$ cat src/rtl/instr_encoder_if.sv
// Bundle of the encoder's capture-side and output-side handshake signals.
// The master modport is the loader/bench side; the slave modport is the encoder.
interface instr_encoder_if #(
  parameter int K  = 3,
  parameter int AW = 12
);
  logic          in_valid;
  logic          in_ready;
  logic [K-1:0]  imm_sel;
  logic [6:0]    opcode;
  logic [4:0]    rd;
  logic [4:0]    rs1;
  logic [4:0]    rs2;
  logic [2:0]    funct3;
  logic [31:0]   imm;
  logic          clear_addr;
  logic          out_valid;
  logic          out_ready;
  logic [31:0]   out_instr;
  logic [AW-1:0] out_addr;
  logic          out_err;
  logic [7:0]    err_cnt;

  modport master (
    output in_valid, imm_sel, opcode, rd, rs1, rs2, funct3, imm, clear_addr, out_ready,
    input  in_ready, out_valid, out_instr, out_addr, out_err, err_cnt
  );

  modport slave (
    input  in_valid, imm_sel, opcode, rd, rs1, rs2, funct3, imm, clear_addr, out_ready,
    output in_ready, out_valid, out_instr, out_addr, out_err, err_cnt
  );
endinterface

$ cat src/rtl/instr_encoder.sv
// RV32I instruction encoder: captures fields + immediate, emits a packed word with its imem address.
// Define IMMENC_RANGE_CHECK_EN to flag immediates the selected format cannot represent.
module instr_encoder #(
  parameter int            K         = 3,
  parameter int            AW        = 12,
  parameter logic [AW-1:0] BASE_ADDR = '0
) (
  input logic            clk,
  input logic            rst,
  instr_encoder_if.slave bus
);
  localparam logic [K-1:0] SEL_I = K'(0);
  localparam logic [K-1:0] SEL_S = K'(1);
  localparam logic [K-1:0] SEL_B = K'(2);
  localparam logic [K-1:0] SEL_U = K'(3);
  localparam logic [K-1:0] SEL_J = K'(4);

  // Handshake: a word moves across an interface on a rising edge where valid and ready are
  // both 1; valid never depends on ready, and a presented output word is held until taken.
  logic          s1_valid_q, s1_valid_d;
  logic [K-1:0]  s1_sel_q;
  logic [6:0]    s1_op_q;
  logic [4:0]    s1_rd_q, s1_rs1_q, s1_rs2_q;
  logic [2:0]    s1_f3_q;
  logic [31:0]   s1_imm_q;

  logic          out_valid_q, out_valid_d;
  logic [31:0]   out_instr_q;
  logic          out_err_q;
  logic [AW-1:0] addr_q, addr_d;
  logic [7:0]    errcnt_q, errcnt_d;

  logic          s1_adv, in_ready, capture, load, handshake;
  logic [31:0]   enc_instr;
  logic          sel_bad, range_bad, enc_err;

  assign s1_adv    = !out_valid_q | bus.out_ready;
  assign in_ready  = !rst & (!s1_valid_q | s1_adv);
  assign capture   = bus.in_valid & in_ready;
  assign load      = s1_valid_q & s1_adv;
  assign handshake = out_valid_q & bus.out_ready;

  assign s1_valid_d  = in_ready ? bus.in_valid : s1_valid_q;
  assign out_valid_d = s1_adv ? s1_valid_q : out_valid_q;

  always_comb begin
    enc_instr = 32'h0000_0013;
    sel_bad   = 1'b0;
    case (s1_sel_q)
      SEL_I: enc_instr = {s1_imm_q[11:0], s1_rs1_q, s1_f3_q, s1_rd_q, s1_op_q};
      SEL_S: enc_instr = {s1_imm_q[11:5], s1_rs2_q, s1_rs1_q, s1_f3_q, s1_imm_q[4:0], s1_op_q};
      SEL_B: enc_instr = {s1_imm_q[12], s1_imm_q[10:5], s1_rs2_q, s1_rs1_q, s1_f3_q,
                          s1_imm_q[4:1], s1_imm_q[11], s1_op_q};
      SEL_U: enc_instr = {s1_imm_q[31:12], s1_rd_q, s1_op_q};
      SEL_J: enc_instr = {s1_imm_q[20], s1_imm_q[10:1], s1_imm_q[11], s1_imm_q[19:12],
                          s1_rd_q, s1_op_q};
      default: sel_bad = 1'b1;
    endcase
  end

`ifdef IMMENC_RANGE_CHECK_EN
  // A signed value fits n bits when every bit from n-1 upward equals the sign.
  logic fit12, fit13, fit21;
  assign fit12 = (&s1_imm_q[31:11]) | ~(|s1_imm_q[31:11]);
  assign fit13 = (&s1_imm_q[31:12]) | ~(|s1_imm_q[31:12]);
  assign fit21 = (&s1_imm_q[31:20]) | ~(|s1_imm_q[31:20]);

  always_comb begin
    range_bad = 1'b0;
    case (s1_sel_q)
      SEL_I, SEL_S: range_bad = ~fit12;
      SEL_B:        range_bad = ~fit13 | s1_imm_q[0];
      SEL_U:        range_bad = |s1_imm_q[11:0];
      SEL_J:        range_bad = ~fit21 | s1_imm_q[0];
      default:      range_bad = 1'b0;
    endcase
  end
`else
  assign range_bad = 1'b0;
`endif

  assign enc_err = sel_bad | range_bad;

  // clear_addr wins over a same-cycle handshake so the next word starts at BASE_ADDR.
  always_comb begin
    addr_d = addr_q;
    if (bus.clear_addr)  addr_d = BASE_ADDR;
    else if (handshake)  addr_d = addr_q + AW'(4);
  end

  always_comb begin
    errcnt_d = errcnt_q;
    if (handshake && out_err_q && (errcnt_q != 8'hFF)) errcnt_d = errcnt_q + 8'd1;
  end

  always_ff @(posedge clk or posedge rst) begin
    if (rst) begin
      s1_valid_q <= 1'b0;
      s1_sel_q   <= '0;
      s1_op_q    <= '0;
      s1_rd_q    <= '0;
      s1_rs1_q   <= '0;
      s1_rs2_q   <= '0;
      s1_f3_q    <= '0;
      s1_imm_q   <= '0;
    end else begin
      s1_valid_q <= s1_valid_d;
      if (capture) begin
        s1_sel_q <= bus.imm_sel;
        s1_op_q  <= bus.opcode;
        s1_rd_q  <= bus.rd;
        s1_rs1_q <= bus.rs1;
        s1_rs2_q <= bus.rs2;
        s1_f3_q  <= bus.funct3;
        s1_imm_q <= bus.imm;
      end
    end
  end

  always_ff @(posedge clk or posedge rst) begin
    if (rst) begin
      out_valid_q <= 1'b0;
      out_instr_q <= '0;
      out_err_q   <= 1'b0;
      addr_q      <= BASE_ADDR;
      errcnt_q    <= '0;
    end else begin
      out_valid_q <= out_valid_d;
      addr_q      <= addr_d;
      errcnt_q    <= errcnt_d;
      if (load) begin
        out_instr_q <= enc_instr;
        out_err_q   <= enc_err;
      end
    end
  end

  assign bus.in_ready  = in_ready;
  assign bus.out_valid = out_valid_q;
  assign bus.out_instr = out_instr_q;
  assign bus.out_addr  = addr_q;
  assign bus.out_err   = out_err_q;
  assign bus.err_cnt   = errcnt_q;
endmodule

$ cat src/flat_wrapper.sv
// flat-port wrapper written by rule: the top's interface ports become plain ports
module instr_encoder_flat 
#(
  parameter int            K         = 3,
  parameter int            AW        = 12,
  parameter logic [AW-1:0] BASE_ADDR = '0
)
  (clk, rst, bus_in_valid, bus_imm_sel, bus_opcode, bus_rd, bus_rs1, bus_rs2, bus_funct3, bus_imm, bus_clear_addr, bus_out_ready, bus_in_ready, bus_out_valid, bus_out_instr, bus_out_addr, bus_out_err, bus_err_cnt);
  instr_encoder_if #(.K(K), .AW(AW)) bus_i ();
  input logic clk;
  input logic rst;
  input wire logic [$bits(bus_i.in_valid)-1:0] bus_in_valid;
  input wire logic [$bits(bus_i.imm_sel)-1:0] bus_imm_sel;
  input wire logic [$bits(bus_i.opcode)-1:0] bus_opcode;
  input wire logic [$bits(bus_i.rd)-1:0] bus_rd;
  input wire logic [$bits(bus_i.rs1)-1:0] bus_rs1;
  input wire logic [$bits(bus_i.rs2)-1:0] bus_rs2;
  input wire logic [$bits(bus_i.funct3)-1:0] bus_funct3;
  input wire logic [$bits(bus_i.imm)-1:0] bus_imm;
  input wire logic [$bits(bus_i.clear_addr)-1:0] bus_clear_addr;
  input wire logic [$bits(bus_i.out_ready)-1:0] bus_out_ready;
  output wire logic [$bits(bus_i.in_ready)-1:0] bus_in_ready;
  output wire logic [$bits(bus_i.out_valid)-1:0] bus_out_valid;
  output wire logic [$bits(bus_i.out_instr)-1:0] bus_out_instr;
  output wire logic [$bits(bus_i.out_addr)-1:0] bus_out_addr;
  output wire logic [$bits(bus_i.out_err)-1:0] bus_out_err;
  output wire logic [$bits(bus_i.err_cnt)-1:0] bus_err_cnt;
  assign bus_i.in_valid = bus_in_valid;
  assign bus_i.imm_sel = bus_imm_sel;
  assign bus_i.opcode = bus_opcode;
  assign bus_i.rd = bus_rd;
  assign bus_i.rs1 = bus_rs1;
  assign bus_i.rs2 = bus_rs2;
  assign bus_i.funct3 = bus_funct3;
  assign bus_i.imm = bus_imm;
  assign bus_i.clear_addr = bus_clear_addr;
  assign bus_i.out_ready = bus_out_ready;
  assign bus_in_ready = bus_i.in_ready;
  assign bus_out_valid = bus_i.out_valid;
  assign bus_out_instr = bus_i.out_instr;
  assign bus_out_addr = bus_i.out_addr;
  assign bus_out_err = bus_i.out_err;
  assign bus_err_cnt = bus_i.err_cnt;
  instr_encoder #(.K(K), .AW(AW), .BASE_ADDR(BASE_ADDR)) u_core (.clk(clk), .rst(rst), .bus(bus_i));
endmodule
$ cat config.mk
export PLATFORM = sky130hd
export DESIGN_NAME = instr_encoder_flat
export DESIGN_NICKNAME = d
export VERILOG_FILES = /design/src/rtl/instr_encoder_if.sv /design/src/rtl/instr_encoder.sv /design/src/flat_wrapper.sv
export SDC_FILE = /design/constraint.sdc
export NUM_CORES = 1
export LEC_CHECK = 0
export ABC_AREA = 1
export CORE_UTILIZATION = 54
export DETAILED_ROUTE_END_ITERATION = 10
export PLACE_DENSITY = 0.9
export SYNTH_ARGS = -nofsm -noshare
export SYNTH_HDL_FRONTEND = slang
export SYNTH_SLANG_ARGS = --single-unit
$ cat constraint.sdc
create_clock -name clk -period 7.4 [get_ports clk]
set_input_delay 1.11 -clock clk [delete_from_list [all_inputs] [get_ports clk]]
set_output_delay 1.11 -clock clk [all_outputs]
set_load 0.01 [all_outputs]
==> impl_metrics.py <==
metrics = {
    "timing": {
        "tightest_slew_ns": 1.12,
        "finalSetupViolCount": 0,
        "worst_clock_skew_ns": 0.00647,
        "slew_violations": 0,
        "period_share": 0.632,
        "clock.fmax_ghz": 0.214,
        "final_hold_viol_count": 0,
        "rsz0062_at_grt": "false",
        "fin_crit_ns": 4.67,
        "worst_slack_ns": 2.73,
        "fin_setup_tns_ns": 0,
        "maxSlewHeadroom": 0.249,
    },
    "outcome": {
        "status": "completed",
    },
    "setup_path": {
        "path_class": "in -> out",
        "startpoint_type": "primary input",
        "crit_chain": "clkdlybuf4s50_1, inv_4, nand2_1, inv_2, clkdlybuf4s50_1",
        "r2r-start": "u_core.bus.out_valid$_DFFE_PP0P_",
        "max_stage_delay_ns": 0.74,
        "endpoint_kind": "output pin",
        "ff2ff_setup_slack_ns": 4.44,
        "required_ns": 6.29,
        "rr_worst_depth": 8,
        "cp_common_cell": "clkdlybuf4s50_1",
        "worstPathArrival_ns": 3.56,
        "slowest_stage": "inv_2",
        "cp_max_fo": 63,
        "worstReg2RegEnd": "u_core.s1_imm_q[4]$_DFFE_PP0P_",
    },
    "min_path": {
        "hold_depth": 2,
        "hold_path.class": "reg -> reg",
        "hp-start": "u_core.s1_imm_q[29]$_DFFE_PP0P_",
        "min_to": "u_core.s1_imm_q[29]$_DFFE_PP0P_",
    },
    "cells_and_area": {
        "syn_to_final_growth_pct": 35.4,
        "fill_cells": 609,
        "stdcell_count": 910,
        "n_antenna_cell": 0,
        "multiInputGateArea_sq_um": 2050,
        "final_cell_mix": "nand2_1 (320), clkdlybuf4s50_1 (116), dfrtp_1 (113)",
        "nets": 836,
        "final_common_cell": "nand2_1",
        "seqCellArea_sq_um": 2830,
        "final_layout_size_suffix_gt1_frac": 0.0691,
    },
    "synth": {
        "ys_warn_count": 0,
        "synth_top_cell_by_area": "dfrtp_1",
        "syn_area_sq_um": 5210,
        "synth_top_cells_by_area": "dfrtp_1 (54%), nand2_1 (23%), nand3_1 (7.6%), inv_1 (2.8%), o21ai_0 (1.5%)",
        "synth_area_per_cell_sq_um": 7.91,
        "seq_area_frac_synth": 0.542,
        "synth-seq-cells": 113,
        "yosys.area.top_type_share": 0.542,
        "ys_types": 31,
        "postSynthCellCount": 659,
    },
    "power_and_ir_drop": {
        "leakage_nw": 3.61,
        "seq_power_share": 0.368,
        "p_total_mw": 2.31,
        "swShare": 0.293,
        "p_sw_uw": 679,
        "peakVddDrop_mv": 0.188,
        "p_comb_frac": 0.233,
        "clock_power_share": 0.399,
        "powerDensity_nw_per_um2": 328,
        "p_int_mw": 1.63,
    },
    "global_route": {
        "grt_most_used_layer": "met2",
        "use_met1": 0.368,
        "use_met2": 0.499,
        "grt_overflow_total": 0,
        "antenna_found_initial": 0,
        "grtUsageTotal": 0.297,
        "grt_pass1_wl_um": 22700,
        "use_met3": 0.0669,
        "grt_max_degree": 78,
        "grt_pass1_vias": 4803,
    },
    "detailed_routing": {
        "wl_per_cell_um": 15.8,
        "routed_wl_um": 14400,
        "firstDrtPassIters": 5,
        "drt_iter0_markers": 504,
        "ant_nets": 0,
        "drc": 0,
        "routed_via_density": 5.47,
        "via_count": 4981,
    },
    "cts": {
        "cts_made_buffers": 17,
        "cts_resized": 0,
        "cts_root_buf": "clkbuf_8",
        "clockBufferDepth": 2,
        "cts_tree": "built",
        "clk_pin_slew_ns": 0.06,
        "h-tree-depth": 4,
        "cts_setup_buffers": 0,
        "insertion_delay_ns": 0.52,
        "hold_buffers": 0,
        "cts_sinks": 113,
    },
    "floorplan": {
        "initial_core_util": 0.562,
        "dieArea_sq_um": 10100,
        "boundaryPins": 120,
        "die_height_um": 100,
        "core-area_sq_um": 9280,
        "fp.dieW_um": 100,
        "fp-row-count": 35,
    },
    "placement": {
        "numPortBuffers": 117,
        "gp_congestion": 0.908,
        "post-place-cells": 879,
        "hpwlAfterDp_um": 8710,
        "preCtsSetupSlack_ns": 2.74,
    },
    "run": {
        "drv_cap": 0,
    },
}
-- flip-flops by register name, indices dropped and copies added (netlist names), 5 cells and up --
signal,cells
u_core.s1_imm_q,32
u_core.s1_rs1_q,5
u_core.bus.out_addr,10
u_core.s1_op_q,7
u_core.bus.err_cnt,8
u_core.bus.out_instr,32
u_core.s1_rs2_q,5
u_core.s1_rd_q,5
-- worst max path at each step --
stage	to	from	depth (start not counted)	slack (ns)
after floorplan	bus_in_ready	rst	4	2.19
after global placement	bus_in_ready	rst	5	2.84
after detailed placement	bus_in_ready	rst	5	2.74
after CTS	bus_in_ready	rst	5	2.70
after global routing	bus_in_ready	rst	5	2.53
final	bus_in_ready	rst	5	2.73
-- critical path: cells and delay by family --
family	cells	cell delay, ns
and+or+nand+nor	1	0.15
buffers and inverters	4	2.28
-- per-stage QoR --
| step | instance area [sq um] | hold WS, ns | utilization |
|---|---|---|---|
| after floorplan | 5220 | 0.442 | - |
| after global placement | 6400 | 0.453 | 0.689 |
| after detailed placement | 6400 | 0.459 | 0.689 |
| after CTS | 7060 | 0.473 | 0.761 |
| after global routing | 7060 | 0.485 | 0.761 |
| final | 7060 | 0.471 | 0.761 |
-- cell type report --
class,instances,share of cell area
inverters,45,0.0243
flip-flops and latches,113,0.400
repair buffers,120,0.168
clock buffers,21,0.0650
multi-input cells,472,0.290
clock inverters,10,0.0291
well taps,129,0.0229
-- cell usage after synthesis (all sizes together) --
library cell,number
nand3,80
conb,1
nor2,18
o21ai,20
buf,25
nand3b,1
inv,44
nor3,2
a21oi,6
ha,2
o22ai,3
xor2,3
clkbuf,5
nand4,9
nand2,325
dfrtp,113
and2,1
clkinv,1
-- power groups by stage --
stage                     Combinational (mW)  Clock [mW]  Sequential, mW
after detailed placement               0.521           0           0.851
final                                  0.538       0.924           0.851
after floorplan                        0.244           0           0.865
after global placement                 0.502           0           0.845
after global routing                   0.584       0.953           0.863
after CTS                              0.537       0.924           0.848
-- cells by family (layout without fill, tap and decap cells) --
group / count (synthesis) / after routing / synth area share
adder cells (fa/ha/maj): 2 / 2 / 0.00480
XOR/XNOR: 3 / 3 / 0.00504
AND/OR/NAND/NOR: 436 / 436 / 0.349
AO/OA/AOI/OAI: 29 / 29 / 0.0329
other: 1 / 2 / 0.000719
flip-flops: 113 / 113 / 0.542
buffers and inverters: 75 / 196 / 0.0655
-- per-layer routing --
layer | part of all wire | vias up
li1 | - | 2279
met1 | 0.40 | 2374
met2 | 0.49 | 290
met3 | 0.083 | 38
met4 | 0.022 | 0
met5 | 0 | -
Power figures use the tool's default switching activity.
